[src/rtl/mem_bus_arbiter_pkg.sv]
// Shared widths, FSM encoding and request payload for the core memory-port arbiter.
package mem_bus_arbiter_pkg;

    localparam int unsigned MemBusWidth        = 32;
    localparam int unsigned AddrWidth          = 32;
    localparam int unsigned BeWidth            = 4;
    localparam int unsigned StarveCntWidth     = 4;
    localparam int unsigned StarveLimitDefault = 4;

    typedef enum logic [1:0] {
        ARB_IDLE     = 2'd0,
        ARB_BUSY_IF  = 2'd1,
        ARB_BUSY_LSU = 2'd2
    } arb_state_e;

    // Transaction captured at grant time and held on the bus until mem_ready.
    typedef struct packed {
        logic [AddrWidth-1:0]   addr;
        logic [MemBusWidth-1:0] wdata;
        logic [BeWidth-1:0]     be;
        logic                   we;
    } mem_req_t;

    function automatic logic [MemBusWidth-1:0] data_gate(input logic en,
                                                         input logic [MemBusWidth-1:0] d);
        return en ? d : '0;
    endfunction

endpackage

[src/rtl/mem_bus_arbiter_if.sv]
// Requester, response and memory-pin signals of the arbiter, bundled with arbiter/environment views.
interface mem_bus_arbiter_if;
    import mem_bus_arbiter_pkg::*;

    // fetch requester
    logic                   if_req;
    logic [AddrWidth-1:0]   if_addr;
    logic                   if_kill;
    logic                   if_gnt;
    logic                   if_rsp_valid;
    logic [MemBusWidth-1:0] if_rdata;

    // data requester
    logic                   lsu_req;
    logic [AddrWidth-1:0]   lsu_addr;
    logic                   lsu_we;
    logic [BeWidth-1:0]     lsu_be;
    logic [MemBusWidth-1:0] lsu_wdata;
    logic                   lsu_gnt;
    logic                   lsu_rsp_valid;
    logic [MemBusWidth-1:0] lsu_rdata;

    // memory pins
    logic [AddrWidth-1:0]   mem_addr;
    logic [MemBusWidth-1:0] mem_data_out;
    logic [MemBusWidth-1:0] mem_data_in;
    logic [BeWidth-1:0]     mem_wr_en;
    logic                   mem_rd_en;
    logic                   mem_valid;
    logic                   mem_ready;

    modport slave (
        input  if_req, if_addr, if_kill,
        input  lsu_req, lsu_addr, lsu_we, lsu_be, lsu_wdata,
        input  mem_data_in, mem_ready,
        output if_gnt, if_rsp_valid, if_rdata,
        output lsu_gnt, lsu_rsp_valid, lsu_rdata,
        output mem_addr, mem_data_out, mem_wr_en, mem_rd_en, mem_valid
    );

    modport master (
        output if_req, if_addr, if_kill,
        output lsu_req, lsu_addr, lsu_we, lsu_be, lsu_wdata,
        output mem_data_in, mem_ready,
        input  if_gnt, if_rsp_valid, if_rdata,
        input  lsu_gnt, lsu_rsp_valid, lsu_rdata,
        input  mem_addr, mem_data_out, mem_wr_en, mem_rd_en, mem_valid
    );

endinterface

[src/rtl/mem_bus_arbiter_arb_prio_sel.sv]
// Fixed LSU-over-fetch priority with a starvation counter that forces a fetch grant
// after StarveLimit consecutive LSU grants taken while fetch was waiting.
module arb_prio_sel
    import mem_bus_arbiter_pkg::*;
#(
    parameter int unsigned StarveLimit = StarveLimitDefault
) (
    input  logic clk,
    input  logic rst_n,
    input  logic if_req_i,
    input  logic lsu_req_i,
    input  logic if_gnt_i,
    input  logic lsu_gnt_i,
    output logic sel_if_c_o,
    output logic sel_lsu_c_o
);

    localparam logic [StarveCntWidth-1:0] StarveMax = StarveCntWidth'(StarveLimit);

    logic [StarveCntWidth-1:0] starve_cnt_q;
    logic [StarveCntWidth-1:0] starve_cnt_d;
    logic                      if_forced_c;

    assign if_forced_c = if_req_i && (starve_cnt_q == StarveMax);
    assign sel_lsu_c_o = lsu_req_i && !if_forced_c;
    assign sel_if_c_o  = if_req_i && !sel_lsu_c_o;

    // Any fetch grant clears; LSU grants that bypass a waiting fetch count up and saturate.
    always_comb begin
        starve_cnt_d = starve_cnt_q;
        if (if_gnt_i) begin
            starve_cnt_d = '0;
        end else if (lsu_gnt_i && if_req_i && (starve_cnt_q != StarveMax)) begin
            starve_cnt_d = starve_cnt_q + StarveCntWidth'(1);
        end
    end

    always_ff @(posedge clk or negedge rst_n) begin
        if (!rst_n) begin
            starve_cnt_q <= '0;
        end else begin
            starve_cnt_q <= starve_cnt_d;
        end
    end

endmodule

[src/rtl/mem_bus_arbiter.sv]
// Shares the single core memory port between instruction fetch and the LSU,
// one outstanding transaction at a time, with registered one-cycle responses.
module mem_bus_arbiter
    import mem_bus_arbiter_pkg::*;
#(
    parameter int unsigned StarveLimit = StarveLimitDefault
) (
    input  logic              clk,
    input  logic              rst_n,
    mem_bus_arbiter_if.slave  bus_io
);

    arb_state_e             state_q;
    arb_state_e             state_d;
    mem_req_t               req_q;
    mem_req_t               req_d;
    logic                   drop_q;
    logic                   drop_d;
    logic                   if_rsp_q;
    logic                   if_rsp_d;
    logic                   lsu_rsp_q;
    logic                   lsu_rsp_d;
    logic [MemBusWidth-1:0] if_rdata_q;
    logic [MemBusWidth-1:0] if_rdata_d;
    logic [MemBusWidth-1:0] lsu_rdata_q;
    logic [MemBusWidth-1:0] lsu_rdata_d;

    logic                   if_gnt_c;
    logic                   lsu_gnt_c;
    logic                   sel_if_c;
    logic                   sel_lsu_c;
    logic                   store_c;

    arb_prio_sel #(
        .StarveLimit (StarveLimit)
    ) u_prio_sel (
        .clk         (clk),
        .rst_n       (rst_n),
        .if_req_i    (bus_io.if_req),
        .lsu_req_i   (bus_io.lsu_req),
        .if_gnt_i    (if_gnt_c),
        .lsu_gnt_i   (lsu_gnt_c),
        .sel_if_c_o  (sel_if_c),
        .sel_lsu_c_o (sel_lsu_c)
    );

    // Next state, grants, response pulses and capture of the granted request.
    always_comb begin
        state_d     = state_q;
        req_d       = req_q;
        drop_d      = drop_q;
        if_rsp_d    = 1'b0;
        lsu_rsp_d   = 1'b0;
        if_rdata_d  = if_rdata_q;
        lsu_rdata_d = lsu_rdata_q;
        if_gnt_c    = 1'b0;
        lsu_gnt_c   = 1'b0;

        case (state_q)
            ARB_IDLE: begin
                drop_d = 1'b0;
                // Grants are held off while reset is asserted so every output reads 0.
                if (rst_n && sel_lsu_c) begin
                    lsu_gnt_c = 1'b1;
                    req_d     = '{addr:  bus_io.lsu_addr,
                                  wdata: bus_io.lsu_wdata,
                                  be:    bus_io.lsu_be,
                                  we:    bus_io.lsu_we};
                    state_d   = ARB_BUSY_LSU;
                end else if (rst_n && sel_if_c) begin
                    if_gnt_c = 1'b1;
                    req_d    = '{addr:  bus_io.if_addr,
                                 wdata: '0,
                                 be:    '0,
                                 we:    1'b0};
                    state_d  = ARB_BUSY_IF;
                end
            end

            ARB_BUSY_IF: begin
                if (bus_io.if_kill) begin
                    drop_d = 1'b1;
                end
                if (bus_io.mem_ready) begin
                    state_d = ARB_IDLE;
                    // A kill on the completion cycle itself still drops the response.
                    if (!(drop_q || bus_io.if_kill)) begin
                        if_rsp_d   = 1'b1;
                        if_rdata_d = bus_io.mem_data_in;
                    end
                end
            end

            ARB_BUSY_LSU: begin
                if (bus_io.mem_ready) begin
                    state_d     = ARB_IDLE;
                    lsu_rsp_d   = 1'b1;
                    lsu_rdata_d = data_gate(!req_q.we, bus_io.mem_data_in);
                end
            end

            default: begin
                state_d = ARB_IDLE;
            end
        endcase
    end

    always_ff @(posedge clk or negedge rst_n) begin
        if (!rst_n) begin
            state_q <= ARB_IDLE;
        end else begin
            state_q <= state_d;
        end
    end

    always_ff @(posedge clk or negedge rst_n) begin
        if (!rst_n) begin
            req_q       <= '0;
            drop_q      <= 1'b0;
            if_rsp_q    <= 1'b0;
            lsu_rsp_q   <= 1'b0;
            if_rdata_q  <= '0;
            lsu_rdata_q <= '0;
        end else begin
            req_q       <= req_d;
            drop_q      <= drop_d;
            if_rsp_q    <= if_rsp_d;
            lsu_rsp_q   <= lsu_rsp_d;
            if_rdata_q  <= if_rdata_d;
            lsu_rdata_q <= lsu_rdata_d;
        end
    end

    assign store_c = (state_q == ARB_BUSY_LSU) && req_q.we;

    assign bus_io.if_gnt        = if_gnt_c;
    assign bus_io.lsu_gnt       = lsu_gnt_c;
    assign bus_io.if_rsp_valid  = if_rsp_q;
    assign bus_io.if_rdata      = if_rdata_q;
    assign bus_io.lsu_rsp_valid = lsu_rsp_q;
    assign bus_io.lsu_rdata     = lsu_rdata_q;

    assign bus_io.mem_valid     = (state_q != ARB_IDLE);
    assign bus_io.mem_rd_en     = (state_q == ARB_BUSY_IF);
    assign bus_io.mem_addr      = req_q.addr;
    assign bus_io.mem_wr_en     = store_c ? req_q.be : '0;
    assign bus_io.mem_data_out  = data_gate(store_c, req_q.wdata);

endmodule

[src/flat_wrapper.sv]
// flat-port wrapper written by rule: the top's interface ports become plain ports
module mem_bus_arbiter_flat import mem_bus_arbiter_pkg::*;
#(
    parameter int unsigned StarveLimit = StarveLimitDefault
)
  (clk, rst_n, bus_io_if_req, bus_io_if_addr, bus_io_if_kill, bus_io_lsu_req, bus_io_lsu_addr, bus_io_lsu_we, bus_io_lsu_be, bus_io_lsu_wdata, bus_io_mem_data_in, bus_io_mem_ready, bus_io_if_gnt, bus_io_if_rsp_valid, bus_io_if_rdata, bus_io_lsu_gnt, bus_io_lsu_rsp_valid, bus_io_lsu_rdata, bus_io_mem_addr, bus_io_mem_data_out, bus_io_mem_wr_en, bus_io_mem_rd_en, bus_io_mem_valid);
  mem_bus_arbiter_if bus_io_i ();
  input  logic clk;
  input  logic rst_n;
  input wire logic [$bits(bus_io_i.if_req)-1:0] bus_io_if_req;
  input wire logic [$bits(bus_io_i.if_addr)-1:0] bus_io_if_addr;
  input wire logic [$bits(bus_io_i.if_kill)-1:0] bus_io_if_kill;
  input wire logic [$bits(bus_io_i.lsu_req)-1:0] bus_io_lsu_req;
  input wire logic [$bits(bus_io_i.lsu_addr)-1:0] bus_io_lsu_addr;
  input wire logic [$bits(bus_io_i.lsu_we)-1:0] bus_io_lsu_we;
  input wire logic [$bits(bus_io_i.lsu_be)-1:0] bus_io_lsu_be;
  input wire logic [$bits(bus_io_i.lsu_wdata)-1:0] bus_io_lsu_wdata;
  input wire logic [$bits(bus_io_i.mem_data_in)-1:0] bus_io_mem_data_in;
  input wire logic [$bits(bus_io_i.mem_ready)-1:0] bus_io_mem_ready;
  output wire logic [$bits(bus_io_i.if_gnt)-1:0] bus_io_if_gnt;
  output wire logic [$bits(bus_io_i.if_rsp_valid)-1:0] bus_io_if_rsp_valid;
  output wire logic [$bits(bus_io_i.if_rdata)-1:0] bus_io_if_rdata;
  output wire logic [$bits(bus_io_i.lsu_gnt)-1:0] bus_io_lsu_gnt;
  output wire logic [$bits(bus_io_i.lsu_rsp_valid)-1:0] bus_io_lsu_rsp_valid;
  output wire logic [$bits(bus_io_i.lsu_rdata)-1:0] bus_io_lsu_rdata;
  output wire logic [$bits(bus_io_i.mem_addr)-1:0] bus_io_mem_addr;
  output wire logic [$bits(bus_io_i.mem_data_out)-1:0] bus_io_mem_data_out;
  output wire logic [$bits(bus_io_i.mem_wr_en)-1:0] bus_io_mem_wr_en;
  output wire logic [$bits(bus_io_i.mem_rd_en)-1:0] bus_io_mem_rd_en;
  output wire logic [$bits(bus_io_i.mem_valid)-1:0] bus_io_mem_valid;
  assign bus_io_i.if_req = bus_io_if_req;
  assign bus_io_i.if_addr = bus_io_if_addr;
  assign bus_io_i.if_kill = bus_io_if_kill;
  assign bus_io_i.lsu_req = bus_io_lsu_req;
  assign bus_io_i.lsu_addr = bus_io_lsu_addr;
  assign bus_io_i.lsu_we = bus_io_lsu_we;
  assign bus_io_i.lsu_be = bus_io_lsu_be;
  assign bus_io_i.lsu_wdata = bus_io_lsu_wdata;
  assign bus_io_i.mem_data_in = bus_io_mem_data_in;
  assign bus_io_i.mem_ready = bus_io_mem_ready;
  assign bus_io_if_gnt = bus_io_i.if_gnt;
  assign bus_io_if_rsp_valid = bus_io_i.if_rsp_valid;
  assign bus_io_if_rdata = bus_io_i.if_rdata;
  assign bus_io_lsu_gnt = bus_io_i.lsu_gnt;
  assign bus_io_lsu_rsp_valid = bus_io_i.lsu_rsp_valid;
  assign bus_io_lsu_rdata = bus_io_i.lsu_rdata;
  assign bus_io_mem_addr = bus_io_i.mem_addr;
  assign bus_io_mem_data_out = bus_io_i.mem_data_out;
  assign bus_io_mem_wr_en = bus_io_i.mem_wr_en;
  assign bus_io_mem_rd_en = bus_io_i.mem_rd_en;
  assign bus_io_mem_valid = bus_io_i.mem_valid;
  mem_bus_arbiter #(.StarveLimit(StarveLimit)) u_core (.clk(clk), .rst_n(rst_n), .bus_io(bus_io_i));
endmodule
[config.mk]
export PLATFORM = sky130hd
export DESIGN_NAME = mem_bus_arbiter_flat
export DESIGN_NICKNAME = d
export VERILOG_FILES = /design/src/rtl/mem_bus_arbiter_pkg.sv /design/src/rtl/mem_bus_arbiter_if.sv /design/src/rtl/mem_bus_arbiter_arb_prio_sel.sv /design/src/rtl/mem_bus_arbiter.sv /design/src/flat_wrapper.sv
export SDC_FILE = /design/constraint.sdc
export NUM_CORES = 1
export LEC_CHECK = 0
export ABC_AREA = 1
export BUFFER_PORTS_ARGS = -buffer_cell sky130_fd_sc_hd__buf_2
export CORE_ASPECT_RATIO = 0.75
export CORE_MARGIN = 4
export CORE_UTILIZATION = 44
export CTS_CLUSTER_SIZE = 10
export DETAILED_ROUTE_END_ITERATION = 8
export GPL_TIMING_DRIVEN = 1
export PLACE_DENSITY = 0.77
export SLEW_MARGIN = 40
export SYNTH_ARGS = -nofsm -noshare
export SYNTH_HDL_FRONTEND = slang
export SYNTH_SLANG_ARGS = --single-unit
export TNS_END_PERCENT = 100
[constraint.sdc]
create_clock -name clk -period 1.3 [get_ports clk]
set_input_delay 0.065 -clock clk [delete_from_list [all_inputs] [get_ports clk]]
set_output_delay 0.065 -clock clk [all_outputs]
set_load 0.02 [all_outputs]
==> run metrics <==
Cells after Synth=860; worst clock skew=0.0182 ns; PwrDens=2310 nW/um^2; die width=152 um; routed wl met3=4530 um; Worst Setup End Kind=output pin; Fill cells=465; slew margin rel.=0.590; failing checks=setup timing; crit-path max FO=3; outcome=finished, violations left; P_int=17.2 mW; Routed WL=39300 um; M1 WL=13700 um; drt first pass iters=5; initial core utilization=0.449; Root Driver=clkbuf_16; # DRC=0; Switching Power=15.1 mW; Final Cycle Share=1.40; syn avg cell area=7.98 um^2; Multi-input gate area=4090 um^2; vias in the first global route=8883; clock-pin transition on the worst setup and hold timing paths=0.07 ns; Mapped Area=6860 um^2; row count=39; post-synth top area share=0.518; first-pass GRT wire length=50400 um; synth top area cells=dfrtp_1, nand2_1, o21ai_0; NumNets Final=1460; crit path time final=1.83 ns; Die H=116 um; dpl cells=1295; Peak Freq=548 MHz; CP startpoint kind=register; RSZ-0062 raised after global routing=true; max layer used=met4; number of enable flip-flop cells after synthesis=0; initial antenna violation count=5; post-synth top area cell=dfrtp_1; WS Path Type=reg2out; power share of the sequential group=0.276; P&R area growth vs syn=104%; YS warnings=0; most frequent cells after synthesis=nand2_1, dfrtp_1, inv_1, o21ai_0, nand3_1; DRT iter0 DRCs=971; Sink Count=142; CTS max path bufs=2; Max Slew Vio Count=0; DP HPWL=14200 um; Primary FF master, synth=dfrtp_1; Clk pwr share=0.158; post-synthesis sequential area ratio=0.518; I/O Buffers=276; CTS tree=yes; Leakage=7.06 nW; Synthesized Nets=1004; Peak VDD IR=1.45 mV; Worst Path Arrival=1.76 ns; register area=3550 um^2; ys async rst share=1.00; final setup fails=182; H-tree depth=4; Total GRT Usage=0.364; library cells used by synthesis=22; metal2 WL=18300 um; Overflow after GRT=0; largest net degree at the start of global routing=109; core area=15300 um^2; Post-Layout Cell Count=1539; Fin. Hold Viols=0; DR WL/cell=25.5 um; remaining antenna violation count=0; via/cell ratio=5.89; top-count cell post-synth=nand2_1; layout cell share with drive strength beyond 1=0.563; net switching fraction of the power=0.468; worst hold slack=0.00739 ns; die area=17700 um^2; worst slew pin tran=0.615 ns; Vias=9064; crit path setup slack, layout=-0.526 ns; GPL Wtd Cong=0.840; latest clock arrival within the worst-skew pair=0.43 ns; Worst EP required=1.24 ns; cts bufs inserted=17; part of the power in combinational logic=0.566; max cap viols=0; Synth Register Bits=142; Hold Crit Class=in2reg; io pins=277
## cells by family after synthesis
| group | synth area share |
|---|---|
| buffers and inverters | 0.147 |
| adders and majority gates | 0.00912 |
| DFF | 0.518 |
| xor gates and xnor gates | 0.00128 |
| and+or+nand+nor | 0.217 |
| AOI/OAI and AO/OA | 0.108 |
## metal layers
| layer | track usage | up-vias |
|---|---|---|
| met5 | 0 | - |
| met4 | 0.164 | 0 |
| met3 | 0.110 | 262 |
| met2 | 0.624 | 887 |
| li1 | - | 3618 |
| met1 | 0.431 | 4297 |
## cell usage in the layout, fill, tap and decap left out, drive strengths merged
| master | instances |
|---|---|
| buf | 386 |
| nand2 | 239 |
| inv | 147 |
| dfrtp | 142 |
| dlygate4sd3 | 133 |
| o21ai | 108 |
| nand3 | 40 |
| nor2 | 40 |
| nand4 | 35 |
| o31ai | 25 |
| clkbuf | 20 |
| diode | 5 |
| ha | 5 |
| clkinv | 4 |
| clkinvlp | 2 |
| xor2 | 1 |
| bufinv | 1 |
| dlymetal6s4s | 1 |
## path summary, 6_finish.rpt
check,startpoint,endpoint,slack (ns),cells past startpoint
setup / recovery,u_core.u_prio_sel.starve_cnt_q[0],bus_io_lsu_gnt,-0.53,7
hold / removal,bus_io_lsu_addr[29],u_core.bus_io.mem_addr[29],0.007,5
setup reg to reg,u_core.u_prio_sel.starve_cnt_q[0],u_core.req_q[4],-0.43,10
hold reg to reg,u_core.bus_io.if_rdata[31],u_core.bus_io.if_rdata[31],0.48,2
max in group asynchronous,rst_n,u_core.bus_io.mem_addr[3],0.29,3
min in group asynchronous,rst_n,u_core.bus_io.mem_addr[13],0.13,3
## power by group through the flow
| stage | clock network (mW) | logic, mW | registers [mW] |
|---|---|---|---|
| after detailed placement | 0 | 9.40 | 7.78 |
| after floorplan | 0 | 5.34 | 8.79 |
| after CTS | 4.95 | 14.1 | 7.90 |
| final | 5.11 | 18.3 | 8.92 |
| after global placement | 0 | 9.11 | 7.74 |
| after global routing | 5.30 | 18.9 | 9.01 |
## per-stage QoR
stage	setup TNS [ns]	cell area (um^2)	setup slack, ns	total power, mW	utilization
floorplan	-5.82	7000	-0.0834	14.1	-
global placement	-2.10	8570	-0.0902	16.9	0.561
detailed placement	-5.78	8570	-0.137	17.2	0.561
CTS	-52.25	12800	-0.382	27.0	0.839
global route	-66.95	14000	-0.585	33.2	0.916
finish	-58.30	14000	-0.526	32.3	0.916
## cell type report
cell class	instances	area share
Sequential cell	142	0.254
Tap cell	205	0.0183
Antenna cell	5	0.000894
Timing Repair Buffer	523	0.354
Inverter	139	0.0380
Clock inverter	15	0.0122
Clock buffer	17	0.0304
Multi-Input combinational cell	493	0.292
## state kept, by name, summed over array words and instances, names as in the netlist
name / cells
u_core.bus_io.if_rdata: 32
u_core.bus_io.if_rsp_valid: 1
u_core.bus_io.lsu_rdata: 32
u_core.req_q: 37
u_core.bus_io.lsu_rsp_valid: 1
u_core.state_q: 2
u_core.drop_q: 1
u_core.bus_io.mem_addr: 32
u_core.u_prio_sel.starve_cnt_q: 4
## worst max-delay path: stages (launching register included)
cell,delay (ns)
dfrtp_1,0.42
inv_2,0.12
ha_4,0.17
nand4_4,0.11
nand4_1,0.15
inv_2,0.09
buf_12,0.14
buf_8,0.12
## what timing repair did
item / 4_1_cts / 5_1_grt
pin swaps: 42 / 86
endpoints found under the hold margin: 276 / 9
cloned: 35 / 3
setup endpoints to repair: 166 / 290
gates resized for setup: 365 / 358
setup buffers: 36 / 21
hold buffers: 133 / 1
No activity file was read; power rests on OpenSTA's default activity.
